**src/rtl/spi_reg_pkg.sv**
```systemverilog
// Shared types and constants for the SPI-slave register bank.
package spi_reg_pkg;

    // Frame decoder phases.
    typedef enum logic [1:0] {
        IDLE = 2'd0,
        ADDR = 2'd1,
        DATA = 2'd2,
        DONE = 2'd3
    } state_e;

    // Command bit values (first bit of every frame).
    localparam logic CMD_WRITE = 1'b1;
    localparam logic CMD_READ  = 1'b0;

    // Frame length: command bit, address field, data field.
    function automatic int frame_len(input int addr_w, input int data_w);
        return 1 + addr_w + data_w;
    endfunction

endpackage

```
**src/rtl/spi_bit_counter.sv**
```systemverilog
// Frame bit counter for the SPI register bank. Counts sampled bits and flags
// the edge that captures the last bit of each frame phase. Cleared
// asynchronously by rst_n low or nCS high.
module spi_bit_counter
    import spi_reg_pkg::*;
#(
    parameter int ADDR_W = 7,
    parameter int DATA_W = 8
) (
    input  logic SCLK,
    input  logic rst_n,
    input  logic ncs_i,
    output logic cmd_done_o,
    output logic addr_done_o,
    output logic data_done_o
);

    localparam int FRAME_LEN = frame_len(ADDR_W, DATA_W);
    localparam int CNT_W     = $clog2(FRAME_LEN + 1);

    logic             clr_n;
    logic [CNT_W-1:0] cnt_q, cnt_d;

    assign clr_n = rst_n & ~ncs_i;

    // Next count: saturate at FRAME_LEN so trailing bits cannot wrap it.
    always_comb begin
        cnt_d = cnt_q;
        if (cnt_q != CNT_W'(FRAME_LEN)) cnt_d = cnt_q + 1'b1;
    end

    // Count register, cleared by reset or frame end.
    always_ff @(posedge SCLK or negedge clr_n) begin
        // NOTE: sequential state uses non-blocking assignments so every flop
        // samples the pre-edge values regardless of statement order.
        if (!clr_n) cnt_q <= '0;
        else        cnt_q <= cnt_d;
    end

    // Flags describe the bit being captured on the coming posedge.
    assign cmd_done_o  = (cnt_q == CNT_W'(0));
    assign addr_done_o = (cnt_q == CNT_W'(ADDR_W));
    assign data_done_o = (cnt_q == CNT_W'(ADDR_W + DATA_W));

endmodule

```
**src/rtl/spi_reg_bank.sv**
```systemverilog
// SPI-slave (mode 0) register bank in the SCLK domain. Decodes
// {cmd, addr, data} frames MSB first and writes NUM_REGS registers.
// Optional readback on CIPO is enabled by defining SPI_READBACK_EN.
module spi_reg_bank
    import spi_reg_pkg::*;
#(
    parameter int NUM_REGS = 5,
    parameter int DATA_W   = 8,
    parameter int ADDR_W   = 7
) (
    input  logic                       SCLK,
    input  logic                       rst_n,
    input  logic                       nCS,
    input  logic                       COPI,
    output logic                       CIPO,
    output logic                       cipo_oe,
    output logic [NUM_REGS*DATA_W-1:0] regs,
    output logic                       wr_strobe,
    output logic [ADDR_W-1:0]          wr_addr,
    output logic                       addr_err
);

    logic              frame_rst_n;
    logic              cmd_done, addr_done, data_done;
    state_e            state_q, state_d;
    logic              cmd_q, cmd_d;
    logic [ADDR_W-1:0] addr_q, addr_d, addr_shift;
    logic [DATA_W-1:0] shift_q, shift_d, data_shift;
    logic [ADDR_W:0]   addr_ext;
    logic [DATA_W:0]   data_ext;
    logic              addr_ok;
    logic              addr_shift_en, data_shift_en, commit, err_set;
    logic              wr_strobe_q;
    logic [ADDR_W-1:0] wr_addr_q;
    logic              addr_err_q;
    logic [DATA_W-1:0] regs_q [NUM_REGS];

    // Frame-scoped state is cleared by reset or by nCS going high.
    assign frame_rst_n = rst_n & ~nCS;

    spi_bit_counter #(.ADDR_W(ADDR_W), .DATA_W(DATA_W)) u_bit_counter (
        .SCLK        (SCLK),
        .rst_n       (rst_n),
        .ncs_i       (nCS),
        .cmd_done_o  (cmd_done),
        .addr_done_o (addr_done),
        .data_done_o (data_done)
    );

    // Shifted field values including the bit on COPI right now.
    always_comb begin
        addr_ext   = {addr_q, COPI};
        data_ext   = {shift_q, COPI};
        addr_shift = addr_ext[ADDR_W-1:0];
        data_shift = data_ext[DATA_W-1:0];
        // Full-width compare: no aliasing of high addresses onto the bank.
        addr_ok    = ({1'b0, addr_shift} < (ADDR_W + 1)'(NUM_REGS));
    end

    // FSM state register plus frame datapath registers.
    always_ff @(posedge SCLK or negedge frame_rst_n) begin
        if (!frame_rst_n) begin
            state_q     <= IDLE;
            cmd_q       <= CMD_WRITE;
            addr_q      <= '0;
            shift_q     <= '0;
            wr_strobe_q <= 1'b0;
        end else begin
            state_q     <= state_d;
            cmd_q       <= cmd_d;
            addr_q      <= addr_d;
            shift_q     <= shift_d;
            wr_strobe_q <= commit;
        end
    end

    // FSM next-state logic.
    always_comb begin
        // NOTE: every always_comb output gets a default first so no path
        // leaves it unassigned and infers a latch.
        state_d = state_q;
        case (state_q)
            IDLE: if (cmd_done) begin
`ifdef SPI_READBACK_EN
                state_d = ADDR;
`else
                state_d = (COPI == CMD_READ) ? DONE : ADDR;
`endif
            end
            ADDR: if (addr_done) state_d = addr_ok ? DATA : DONE;
            DATA: if (data_done) state_d = DONE;
            DONE: state_d = DONE;
            default: state_d = IDLE;
        endcase
    end

    // FSM outputs: shift enables, commit and error set.
    always_comb begin
        cmd_d         = cmd_q;
        addr_shift_en = (state_q == ADDR);
        data_shift_en = (state_q == DATA) && (cmd_q == CMD_WRITE);
        commit        = data_shift_en && data_done;
        err_set       = addr_shift_en && addr_done && !addr_ok;
        if (state_q == IDLE && cmd_done) cmd_d = COPI;
        addr_d  = addr_shift_en ? addr_shift : addr_q;
        shift_d = data_shift_en ? data_shift : shift_q;
    end

    // Register array, write address and sticky error: only rst_n clears them.
    always_ff @(posedge SCLK or negedge rst_n) begin
        if (!rst_n) begin
            // NOTE: the register array is reset because downstream logic
            // relies on a known configuration out of reset.
            for (int k = 0; k < NUM_REGS; k++) regs_q[k] <= '0;
            wr_addr_q  <= '0;
            addr_err_q <= 1'b0;
        end else begin
            if (commit) begin
                for (int k = 0; k < NUM_REGS; k++)
                    if (addr_q == ADDR_W'(k)) regs_q[k] <= data_shift;
                wr_addr_q <= addr_q;
            end
            if (err_set) addr_err_q <= 1'b1;
        end
    end

    for (genvar k = 0; k < NUM_REGS; k++) begin : g_regs
        assign regs[k*DATA_W +: DATA_W] = regs_q[k];
    end

    assign wr_strobe = wr_strobe_q;
    assign wr_addr   = wr_addr_q;
    assign addr_err  = addr_err_q;

`ifdef SPI_READBACK_EN
    logic              rd_load_q;
    logic              tx_oe_q;
    logic [DATA_W-1:0] tx_q, rd_word;
    logic [DATA_W:0]   tx_ext;

    // Read mux for the addressed register.
    always_comb begin
        rd_word = '0;
        for (int k = 0; k < NUM_REGS; k++)
            if (addr_q == ADDR_W'(k)) rd_word = regs_q[k];
        tx_ext = {tx_q, 1'b0};
    end

    // Marks the posedge that accepted a valid read address.
    always_ff @(posedge SCLK or negedge frame_rst_n) begin
        if (!frame_rst_n) rd_load_q <= 1'b0;
        else rd_load_q <= addr_shift_en && addr_done && addr_ok && (cmd_q == CMD_READ);
    end

    // Falling-edge shifter: load on the first negedge, then shift MSB first.
    always_ff @(negedge SCLK or negedge frame_rst_n) begin
        if (!frame_rst_n) begin
            tx_q    <= '0;
            tx_oe_q <= 1'b0;
        end else if (rd_load_q) begin
            tx_q    <= rd_word;
            tx_oe_q <= 1'b1;
        end else if (tx_oe_q) begin
            tx_q    <= tx_ext[DATA_W-1:0];
        end
    end

    // Drive only during the data phase; entry to DONE releases the pad.
    always_comb begin
        cipo_oe = tx_oe_q && (state_q == DATA);
        CIPO    = cipo_oe && tx_q[DATA_W-1];
    end
`else
    assign CIPO    = 1'b0;
    assign cipo_oe = 1'b0;
`endif

endmodule

```
**config.mk**
```make
export PLATFORM = sky130hd
export DESIGN_NAME = spi_reg_bank
export DESIGN_NICKNAME = d
export VERILOG_FILES = /design/src/rtl/spi_reg_pkg.sv /design/src/rtl/spi_bit_counter.sv /design/src/rtl/spi_reg_bank.sv
export SDC_FILE = /design/constraint.sdc
export NUM_CORES = 1
export LEC_CHECK = 0
export ABC_CLOCK_PERIOD_IN_PS = 3000
export CORE_ASPECT_RATIO = 1.75
export CORE_MARGIN = 4
export CORE_UTILIZATION = 52
export CTS_CLUSTER_SIZE = 30
export DETAILED_ROUTE_END_ITERATION = 10
export PLACE_DENSITY = 0.87
export SYNTH_ARGS = -nofsm -noshare
export SYNTH_HDL_FRONTEND = slang
export SYNTH_HIERARCHICAL = 1
export SYNTH_SLANG_ARGS = --single-unit
export TNS_END_PERCENT = 1
```
**constraint.sdc**
```tcl
create_clock -name SCLK -period 3 [get_ports SCLK]
set_input_delay 0.9 -clock SCLK [delete_from_list [all_inputs] [get_ports SCLK]]
set_output_delay 0.9 -clock SCLK [all_outputs]
set_load 0.01 [all_outputs]
```
==> impl_metrics.toml <==
[timing]
rsz0062_at_grt = "no"
skew_ns = 0.0100
post-route-min-period_ns = 2.66
tns_ns = 0
finalSetupViolations = 0
slew_headroom_pct = 47.5
slew_violations = 0
hold_viol = 0
min_period_over_period_pct = 88.7
worstMarginPinSlew_ns = 0.787
fmax_mhz = 376

[clock_network]
cts_max_path_buffers = 2
post_cts_buffers = 0
cts_buffers = 9
cts-resized-gates = 0
cts-htree-levels = 3
hold_buffers = 0
clk_latency_ns = 0.34
cts_root_buffer = "clkbuf_8"
cts_tree = "built"
clock_sinks = 71
path_clk_slew_ns = 0.07

[synthesis]
ys_types = 33
yosysWarnings = 6
synth_top_area_share_pct = 59.2
synth_ff_type = "dfrtp_1"
synth_edf_count = 0
syn_area_um2 = 2960
syn_inst = 190
synth_most_common_cell = "dfrtp_1"
synth_common_cells = "dfrtp_1 (70), mux2_2 (62), nand2b_1 (7), inv_1 (5), nor4_4 (5)"
yosys-top-cells-area = "dfrtp_1 (59%), mux2_2 (24%), nor4_4 (3.6%)"
ys_async_sr_fraction_pct = 100
avgSynthCellArea_um2 = 15.6
ys_seq_elements = 71
yosysSeqAreaShare_pct = 60.1
synth_top_cell_by_area = "dfrtp_1"

[grt]
grt_max_degree = 48
grt_overflow = 0
grt_pass1_wl_um = 10000
gr-usage-all-layers_pct = 19.3
antenna_found_initial = 0
grt_pass1_vias = 1935

[worst_setup_path]
cp.arrival_ns = 2.89
cp-end-kind = "register"
critPathKind = "reg -> reg"
worst_ep_required_time_ns = 3.23
rr_startpoint = "u_bit_counter/cnt_q[0]$_DFFE_PN0P_"
crit_path_start_kind = "register"
regToRegEndpoint = "regs[21]$_DFFE_PN0P_"
r2r_slack_ns = 0.34
worst-r2r-cell-count = 6
cp_max_fo = 8

[final_layout]
diodes = 0
syn_to_final_growth_pct = 28.1
final_nets = 262
layout-drive-gt1-share_pct = 38.2

[routing]
vias_per_cell = 5.24
drc = 0
wl_um = 5860
wl_per_cell_um = 17.5
dr.pass1.iters = 4
ant_nets = 0
num_vias = 1757
drtIter0Drc = 126

[pwr]
power_switching_w = 0.000372
p_per_area_nw_per_um2 = 467
switching_share_pct = 21.0
combinationalPowerShare_pct = 2.3
p_int_w = 0.00140
p_leak_nw = 1.77
clkPwrFrac_pct = 42.7
power.total_w = 0.00177
max-vdd-ir-drop_v = 0.000280
pwr-share-seq_pct = 55.0

[die]
start_util_pct = 53.4
die_h_um = 108
core_area_um2 = 5540
die_x_um = 65.0
io_pins = 55
die_area_um2 = 7010
fp-row-count = 36

[placement]
io_buffers = 52
hpwl_um = 4220
gp_congestion = 0.761

[run]
cap_violations = 0

[worst_hold_path]
min_path_type = "in -> async"

[outcome]
status = "completed"
## sequential cells by signal (all words and copies together), names as in the netlist
name,count
addr_err,1
addr_q,7
cmd_q,1
regs,40
shift_q,7
state_q,2
u_bit_counter/cnt_q,5
wr_addr,7
wr_strobe,1
## worst max-delay path by stage
| stage | startpoint | to | slack [ns] | cells past startpoint |
|---|---|---|---|---|
| final | u_bit_counter/cnt_q[0]$_DFFE_PN0P_ | regs[21]$_DFFE_PN0P_ | 0.34 | 6 |
| after global routing | u_bit_counter/cnt_q[1]$_DFFE_PN0P_ | regs[21]$_DFFE_PN0P_ | 0.16 | 6 |
| after CTS | u_bit_counter/cnt_q[0]$_DFFE_PN0P_ | regs[21]$_DFFE_PN0P_ | 0.31 | 6 |
| after detailed placement | u_bit_counter/cnt_q[0]$_DFFE_PN0P_ | regs[21]$_DFFE_PN0P_ | 0.33 | 6 |
| after global placement | u_bit_counter/cnt_q[0]$_DFFE_PN0P_ | regs[22]$_DFFE_PN0P_ | 0.41 | 6 |
| after floorplan | u_bit_counter/cnt_q[0]$_DFFE_PN0P_ | regs[25]$_DFFE_PN0P_ | 0.66 | 7 |
## cell type report
| class | instances | area (µm²) |
|---|---|---|
| Multi-Input combinational cell | 108 | 1120 |
| Sequential cell | 71 | 1780 |
| Timing Repair Buffer | 60 | 576 |
| Fill cell | 411 | 1750 |
| Tap cell | 76 | 95.1 |
| Clock buffer | 12 | 155 |
| Clock inverter | 3 | 42.5 |
| Inverter | 5 | 18.8 |
## stage by stage
step	setup slack (ns)	cells	area, µm²	hold WS [ns]	utilization, %
floorplan	0.663	191	2960	0.493	-
global placement	0.407	320	3590	0.453	64.8
detailed placement	0.331	320	3590	0.459	64.8
CTS	0.306	335	3790	0.349	68.4
global route	0.158	335	3790	0.341	68.4
finish	0.340	335	3790	0.360	68.4
## layer usage
metal / GRT usage [%] / vias up / wire length, µm
li1: - / 804 / -
met1: 23.2 / 905 / 2290
met2: 31.7 / 33 / 3240
met3: 5.75 / 15 / 190
met4: 8.75 / 0 / 138
met5: 0 / - / 0
## critical path, stage by stage (launching register included)
cell and delay [ns]:
dfrtp_1 0.41, ha_1 0.23, and3_2 0.19, ha_1 0.18, nand4b_2 0.36, nor4_4 0.76
mux2_2 0.41
## logic make-up after synthesis
family	share of synthesized area (%)
other	0.127
XOR/XNOR	0.592
AO/OA/AOI/OAI	1.40
AND/OR/NAND/NOR	9.98
flip-flops	60.1
multiplexers	24.5
buffers and inverters	2.03
adder cells (fa/ha/maj)	1.27
## power groups by stage
| stage | Sequential (W) | Combinational, W | Clock (W) |
|---|---|---|---|
| after floorplan | 0.000986 | 0.0000246 | 0 |
| after global placement | 0.000991 | 0.0000416 | 0 |
| after detailed placement | 0.000992 | 0.0000427 | 0 |
| after CTS | 0.000973 | 0.0000429 | 0.000774 |
| after global routing | 0.000974 | 0.0000471 | 0.000819 |
| final | 0.000974 | 0.0000410 | 0.000756 |
## cells in the final DEF, fill, tap and decap left out, drive strengths merged, types with 2 or more instances in the layout
| cell | netlist | routed |
|---|---|---|
| nand2b | 7 | 7 |
| xnor2 | 2 | 2 |
| inv | 5 | 5 |
| nor2b | 3 | 3 |
| buf | 4 | 9 |
| dfrtp | 70 | 70 |
| nor4 | 5 | 5 |
| clkbuf | 3 | 12 |
| mux2 | 64 | 64 |
| nand2 | 2 | 2 |
| ha | 3 | 3 |
| and3b | 2 | 2 |
| o21ai | 2 | 2 |
| o22ai | 2 | 2 |
| clkdlybuf4s50 | 0 | 51 |
| conb | 1 | 2 |
(Power assumes the default switching activity.)
